==> src/rtl/pwm_multicanal.sv <==
// Multi-channel PWM generator: one shared period counter, per-channel double-buffered
// pulse width (target -> active) committed at period boundaries with optional slew limit.
module pwm_multicanal #(
    parameter int unsigned NCH      = 4,
    parameter int unsigned PERIODO  = 50000,
    parameter int unsigned LARG_INI = 0,
    parameter int unsigned PASSO    = 0,
    localparam int unsigned CW      = $clog2(PERIODO + 1),
    localparam int unsigned AW      = (NCH > 1) ? $clog2(NCH) : 1
) (
    input  logic           clock,
    input  logic           reset,
    input  logic [NCH-1:0] habilita,
    input  logic           wr_en,
    input  logic [AW-1:0]  wr_canal,
    input  logic [CW-1:0]  wr_largura,
    output logic           wr_ack,
    output logic           wr_erro,
    output logic [NCH-1:0] pwm,
    output logic [NCH-1:0] db_pwm,
    output logic           fim_periodo,
    output logic           estavel
);

    localparam logic [CW-1:0] ULTIMO = CW'(PERIODO - 1);
    localparam logic [CW-1:0] MAXL   = CW'(PERIODO);
    localparam logic [CW-1:0] INI    = CW'(LARG_INI);

    logic [CW-1:0]  contagem;
    logic [CW-1:0]  alvo       [NCH];
    logic [CW-1:0]  ativo      [NCH];
    logic [CW-1:0]  ativo_prox [NCH];
    logic [NCH-1:0] pwm_prox;
    logic           fim;
    logic           canal_ok;
    logic [CW-1:0]  largura_sat;

    // Largest step allowed toward the target; dif is already nonzero and bounded by PERIODO.
    function automatic logic [CW-1:0] passo_lim(input logic [CW-1:0] dif);
        return (32'(dif) > PASSO) ? CW'(PASSO) : dif;
    endfunction

    assign fim         = (contagem == ULTIMO);
    assign canal_ok    = (32'(wr_canal) < NCH);
    assign largura_sat = (wr_largura > MAXL) ? MAXL : wr_largura;

    // Next active width per channel, applied only at the period boundary.
    always_comb begin
        for (int unsigned i = 0; i < NCH; i++) begin
            ativo_prox[i] = ativo[i];
            if (PASSO == 0)
                ativo_prox[i] = alvo[i];
            else if (alvo[i] > ativo[i])
                ativo_prox[i] = ativo[i] + passo_lim(alvo[i] - ativo[i]);
            else if (alvo[i] < ativo[i])
                ativo_prox[i] = ativo[i] - passo_lim(ativo[i] - alvo[i]);
        end
    end

    always_comb begin
        pwm_prox = '0;
        estavel  = 1'b1;
        for (int unsigned i = 0; i < NCH; i++) begin
            pwm_prox[i] = habilita[i] & (contagem < ativo[i]);
            if (ativo[i] != alvo[i])
                estavel = 1'b0;
        end
    end

    always_ff @(posedge clock) begin
        if (reset) begin
            contagem    <= '0;
            pwm         <= '0;
            db_pwm      <= '0;
            wr_ack      <= 1'b0;
            wr_erro     <= 1'b0;
            fim_periodo <= 1'b0;
            for (int unsigned i = 0; i < NCH; i++) begin
                alvo[i]  <= INI;
                ativo[i] <= INI;
            end
        end else begin
            contagem    <= fim ? '0 : contagem + CW'(1);
            fim_periodo <= fim;
            wr_ack      <= wr_en & canal_ok;
            wr_erro     <= wr_en & ~canal_ok;
            pwm         <= pwm_prox;
            db_pwm      <= pwm_prox;
            // Commit reads the pre-edge target, so a write on the boundary lands one period later.
            for (int unsigned i = 0; i < NCH; i++) begin
                if (wr_en && canal_ok && (wr_canal == AW'(i)))
                    alvo[i] <= largura_sat;
                if (fim)
                    ativo[i] <= ativo_prox[i];
            end
        end
    end

endmodule

==> config.mk <==
export PLATFORM = sky130hd
export DESIGN_NAME = pwm_multicanal
export DESIGN_NICKNAME = d
export VERILOG_FILES = /design/src/rtl/pwm_multicanal.sv
export SDC_FILE = /design/constraint.sdc
export NUM_CORES = 1
export LEC_CHECK = 0
export CORE_MARGIN = 2
export CORE_UTILIZATION = 45
export CTS_CLUSTER_DIAMETER = 100
export DETAILED_ROUTE_END_ITERATION = 16
export GPL_TIMING_DRIVEN = 0
export HOLD_SLACK_MARGIN = 0.03
export MAX_ROUTING_LAYER = met4
export SYNTH_ARGS = -nofsm -noshare
export SYNTH_HDL_FRONTEND = slang
export SYNTH_SLANG_ARGS = --single-unit
==> constraint.sdc <==
create_clock -name clock -period 2.4 [get_ports clock]
set_clock_uncertainty 0.05 [all_clocks]
set_input_delay 0.48 -clock clock [delete_from_list [all_inputs] [get_ports clock]]
set_output_delay 0.48 -clock clock [all_outputs]
set_load 0.05 [all_outputs]
==> flow_metrics.tcl <==
set metrics [dict create \
    vias 5286 \
    cts_root_buffer "clkbuf_16" \
    dp_slack_ns -0.674 \
    power_w 0.00632 \
    antenna_left 0 \
    grt_pass1_wl_um 30200 \
    drc_errors 0 \
    core.rowCount 48 \
    drive_gt1_share_pct 9.11 \
    post_drt_wl_per_cell_um 19.7 \
    cp-end-kind "output pin" \
    slowest_delay_ns 0.45 \
    clock_sinks 150 \
    die_area_um2 18700 \
    clk_latency_ns 0.42 \
    drtIter0Drc 340 \
    fin_crit_sh_pct 112 \
    nets 841 \
    ys_warn_count 0 \
    start_util_pct 46.0 \
    io_pins 37 \
    cp_max_fo 2 \
    routabilityCongestion 0.872 \
    fill_cells 1488 \
    fin_ws_ns -0.289 \
    reg2reg_slack_ns 0.28 \
    drt-pass1-iter-count 4 \
    r2r_cells 6 \
    violations "setup timing" \
    dieHeight_um 137 \
    syn_area_um2 7950 \
    dp_hpwl_um 15100 \
    power_leakage_nw 3.88 \
    htreeDepth 4 \
    drv_cap 0 \
    path_clk_slew_ns 0.07 \
    synth_seq_cells 150 \
    final_cell_mix "edfxtp_1, inv_1, and2_1, xor2_1, ha_1" \
    grt_max_degree 74 \
    cts_made_buffers 17 \
    slew_headroom_pct 44.9 \
    cellPowerDensity_nw_per_um2 680 \
    core_area_um2 17300 \
    vias_per_cell 5.32 \
    cp.required_ns 1.87 \
    synthCells 697 \
    cp-endpoint "estavel" \
    rr_startpoint "contagem[6]" \
    rsz0062_at_grt "true" \
    hp-class "reg -> reg" \
    antenna_found_initial 0 \
    hold_slack_ns 0.457 \
    maxSlewViolCount 0 \
    critical_path.cell_chain "xor2_1 -> nor4_1 -> nand4_1 -> nor4_2 -> buf_4" \
    outcome "finished with violations" \
    synth_area_per_cell_um2 11.4 \
    finalHoldViolations 0 \
    final_common_cell "edfxtp_1" \
    worst_pin_slew_ns 0.820 \
    grt_pass1_vias 5328 \
    fin_crit_ns 2.69 \
    worst_path_max_delay_cell "edfxtp_1" \
    worstSetupStartpointType "register" \
    cts_tree "built" \
    cts.path.max_buffers 2 \
    crit_path_start "ativo[2][12]" \
    track_usage_pct 22.9 \
    crit_arrival_ns 2.16 \
    fmax_mhz 372 \
    yosysUniqueCellTypes 42 \
    placedCellCount 957 \
    critPathKind "reg -> out" \
    dieWidth_um 137 \
    utilization_pct 53.7 \
    diodes 0 \
    ys_seq_area_share_pct 53.9 \
    vdd_drop_max_mv 0.448 \
    r2r_end "ativo[1][11]" \
    area_delta_synth_final_pct 16.9 \
    postRouteWirelength_um 19600 \
    syn_nets 783 \
    io_buffer_count 35 \
    final_cells 993 \
    setup_viol 1 \
    grt_remaining_overflow 0 \
]
==> kinds of logic (layout without fill, tap and decap cells) <==
| logic type | Yosys count | in the layout | synth area share (%) |
|---|---|---|---|
| adders and majority gates | 61 | 61 | 9.60 |
| xor gates and xnor gates | 75 | 75 | 8.26 |
| AOI/OAI and AO/OA | 70 | 70 | 5.51 |
| other | 1 | 1 | 0.0472 |
| and+or+nand+nor | 247 | 247 | 17.8 |
| buffers and inverters | 93 | 164 | 4.91 |
| DFF | 150 | 150 | 53.9 |
==> routing by layer <==
layer  vias to the layer above  GRT usage [%]  part of all wire (%)
li1                       2576              -                     -
met1                      2539           30.7                    47
met2                       149           35.8                    47
met3                        22           4.15                   4.2
met4                         0           6.76                   2.1
met5                         -              -                     0
==> registers in the layout, summed over array words and instances (netlist names) <==
name,cells
pwm,4
wr_ack,1
ativo,64
contagem,16
fim_periodo,1
alvo,64
==> synth_stat cells <==
| cell | count | area share, % |
|---|---|---|
| a211oi_1 | 8 | 0.76 |
| a21o_1 | 2 | 0.19 |
| a21oi_1 | 22 | 1.4 |
| a21oi_2 | 1 | 0.11 |
| a31o_2 | 4 | 0.44 |
| and2_1 | 72 | 5.7 |
| and3_1 | 26 | 2.0 |
| and3_2 | 1 | 0.094 |
| and4_4 | 1 | 0.14 |
| and4b_1 | 1 | 0.13 |
| buf_2 | 4 | 0.25 |
| buf_4 | 6 | 0.57 |
| buf_6 | 1 | 0.14 |
| clkbuf_1 | 3 | 0.14 |
| clkbuf_2 | 5 | 0.31 |
| conb_1 | 1 | 0.047 |
| dfxtp_1 | 22 | 5.5 |
| edfxtp_1 | 128 | 48 |
| ha_1 | 61 | 9.6 |
| inv_1 | 74 | 3.5 |
| nand2_1 | 9 | 0.42 |
| nand2b_1 | 6 | 0.47 |
| nand3_1 | 9 | 0.57 |
| nand3_4 | 1 | 0.22 |
| nand4_1 | 18 | 1.4 |
| nor2_1 | 58 | 2.7 |
| nor2b_1 | 4 | 0.31 |
| nor3_1 | 5 | 0.31 |
| nor3b_1 | 12 | 1.1 |
| nor4_1 | 19 | 1.5 |
| nor4b_1 | 1 | 0.11 |
| nor4b_2 | 1 | 0.19 |
| o211ai_1 | 1 | 0.094 |
| o21ai_0 | 22 | 1.4 |
| o221ai_1 | 4 | 0.44 |
| o311a_1 | 4 | 0.50 |
| o31ai_1 | 1 | 0.094 |
| o41ai_1 | 1 | 0.11 |
| or3_1 | 2 | 0.16 |
| or4_4 | 1 | 0.14 |
| xnor2_1 | 4 | 0.44 |
| xor2_1 | 71 | 7.8 |
==> where the power goes <==
part / leakage (nW) / total [W] / switching [W] / internal (W)
clock network: 0.289 / 0.00271 / 0.00129 / 0.00141
logic: 2.17 / 0.000496 / 0.000300 / 0.000196
registers: 1.42 / 0.00312 / 0.000140 / 0.00298
total: 3.88 / 0.00632 / 0.00173 / 0.00459
==> what timing repair did <==
item | 4_1_cts | 5_1_grt
pin swaps | 4 | 1
setup buffers | 3 | 0
hold buffers | 0 | 0
cloned | 0 | 1
resized for setup | 13 | 4
setup endpoints to repair | 74 | 80
==> stage by stage <==
stage	TNS (ns)	area (µm²)
2_1_floorplan	-0.0532	7960
3_3_place_gp	-53.91	8590
3_5_place_dp	-58.07	8590
4_1_cts	-0.340	9250
5_1_grt	-0.401	9290
6_report	-0.289	9290
==> cell type report <==
type	count	area, µm²	share of cell area [%]
flip-flops and latches	150	4290	46.1
multi-input cells	454	3310	35.6
clock buffers	17	425	4.58
repair buffers	39	395	4.26
well taps	225	282	3.03
inverters	74	278	2.99
clock inverters	15	184	1.98
plain buffers	19	135	1.45
==> how the worst min path moves through the flow <==
stage                startpoint          end  slack, ns  cells past startpoint
floorplan           contagem[0]  contagem[0]       0.43                      1
global placement    contagem[0]  contagem[0]       0.48                      1
detailed placement  contagem[0]  contagem[0]       0.49                      1
CTS                 contagem[0]  contagem[0]       0.51                      1
global route        contagem[0]  contagem[0]       0.48                      1
finish              contagem[0]  contagem[0]       0.46                      1
==> critical path: cells and delay by family, from the launching register on <==
| kind | cells | cell delay [ns] |
|---|---|---|
| simple gates | 3 | 0.84 |
| flops | 1 | 0.45 |
| xor+xnor | 1 | 0.19 |
| buf+inv | 1 | 0.25 |
Note: power is estimated with default switching activity, not from simulation.
==> RTL edit: new RTL, same flow settings <==
Set the parameter `NCH` to 2 (it was 4).
--- a/src/rtl/pwm_multicanal.sv
+++ b/src/rtl/pwm_multicanal.sv
@@ -2,5 +2,5 @@
 // pulse width (target -> active) committed at period boundaries with optional slew limit.
 module pwm_multicanal #(
-    parameter int unsigned NCH      = 4,
+    parameter int unsigned NCH      = 2,
     parameter int unsigned PERIODO  = 50000,
     parameter int unsigned LARG_INI = 0,
Ports: changed (resized db_pwm, habilita, pwm and wr_canal); port bits go from 37 to 30. No check against the original RTL was run, so the function may have changed too.
==> RTL edit against the unedited design <==
- sequential cell count fell by 66
- area after synthesis fell by 46%
- final cell count fell by 47%
- cell area fell by 47%
- power fell by 53%
- synthesized cell count fell by 47%
- sequential power fell by 45%
- wire length fell by 59%
- critical path depth did not move
- setup slack improved by 0.32 ns
- count of clock-buffer cells in the layout fell by 7
==> RTL edit: results (changes against the unedited design) <==
metric	value	unit	change
wire per inst	15.4	um	-22%
Max transition margin	57.1	%	+12 points
syn nets	424		-46%
Root Driver	clkbuf_8		
top flop regs	alvo x32, ativo x32, contagem x16		
CTS H-Tree Depth	3		-1
initial DRC count	90		-74%
DR vias	2625		-50%
crit path DAT	1.84	ns	-0.32 ns
outcome	finished clean		
CTS clk-pin slew, worst paths	0.09	ns	+0.02 ns
CP max stage delay	0.43	ns	-0.02 ns
first-pass GRT wire length	12900	um	-57%
gpl congestion	0.798		-8.5%
post-DP HPWL	6150	um	-59%
Net Switching	0.769	mW	-56%
largest net degree at the start of global routing	42		-43%
EDFF count, synth	64		-50%
Post-synth top cells	edfxtp_1, and2_1, xor2_1, inv_1, ha_1		
layout cells sized above 1	7.71	%	-1.4 points
GRT Resource Usage Total	17.7	%	-5.2 points
main area contributors after synthesis	edfxtp_1, dfxtp_1, ha_1		
LEAKAGE	2.00	nW	-48%
Seq/Total Area, Yosys	54.5	%	+0.58 points
Final setup viols	0		-1
count of different cell masters after synthesis	36		-14%
FF-to-FF path depth	7		+1
Num CTS Buffers	9		-8
[RTL edit: power groups by stage]
stage | sequential [mW] | clock [mW] | combinational [mW]
after detailed placement | 1.75 | 0 | 0.258
after global placement | 1.75 | 0 | 0.251
final | 1.72 | 0.961 | 0.263
after CTS | 1.72 | 0.982 | 0.264
after floorplan | 1.74 | 0 | 0.159
after global routing | 1.73 | 1.04 | 0.296
[RTL edit: layer usage]
layer | vias up | GRT usage [%] | routed length [um] | share of wire [%]
li1 | 1367 | - | - | -
met2 | 48 | 28.2 | 3820 | 47
met3 | 15 | 3.80 | 252 | 3.1
met5 | - | - | 0 | 0
met4 | 0 | 7.07 | 199 | 2.5
met1 | 1195 | 22.1 | 3830 | 47
[RTL edit: final timing paths]
path,endpoint,startpoint,slack [ns]
worst max-delay path,estavel,ativo[0][23]$_SDFFCE_PN0P_,0.03
worst min-delay path,contagem[0]$_SDFF_PP0_,contagem[0]$_SDFF_PP0_,0.47
worst max register to register,ativo[0][6]$_SDFFCE_PN0P_,contagem[1]$_SDFF_PP0_,0.19
worst min register to register,contagem[0]$_SDFF_PP0_,contagem[0]$_SDFF_PP0_,0.47
[RTL edit: what timing repair did]
action / CTS / global route
hold buffers: 0 / 0
pin swaps: 2 / 1
gates resized for setup: 10 / 3
buffers inserted: 1 / 0
endpoints found under the hold margin: 0 / 0
endpoints found under the setup margin: 1 / 33
[RTL edit: kinds of logic after synthesis]
family | count (synthesis) | synth area share, %
buffers and inverters | 44 | 4.93
AO/OA/AOI/OAI | 36 | 5.28
adder cells (fa/ha/maj) | 31 | 9.10
flip-flops | 84 | 54.5
AND/OR/NAND/NOR | 129 | 16.7
other | 1 | 0.0880
XOR/XNOR | 46 | 9.45
[RTL edit: layout make-up]
type                       count  area [um^2]
tap                          111          139
fill                         829         4310
clock buffer                  10          128
clock inverter                 6         56.3
timing repair buffer          28          279
inverter                      34          128
buffer                        10         86.3
sequential                    84         2320
multi-input combinational    243         1750
[RTL edit: stage by stage]
stage / cell area [um^2] / std cells / total power [mW] / setup slack (ns)
6_report: 4890 / 526 / 2.94 / 0.0300
3_5_place_dp: 4670 / 509 / 2.01 / -0.361
5_1_grt: 4890 / 526 / 3.06 / -0.0447
3_3_place_gp: 4670 / 509 / 2.00 / -0.350
2_1_floorplan: 4260 / 371 / 1.90 / 0.287
4_1_cts: 4880 / 526 / 2.96 / 0.00265
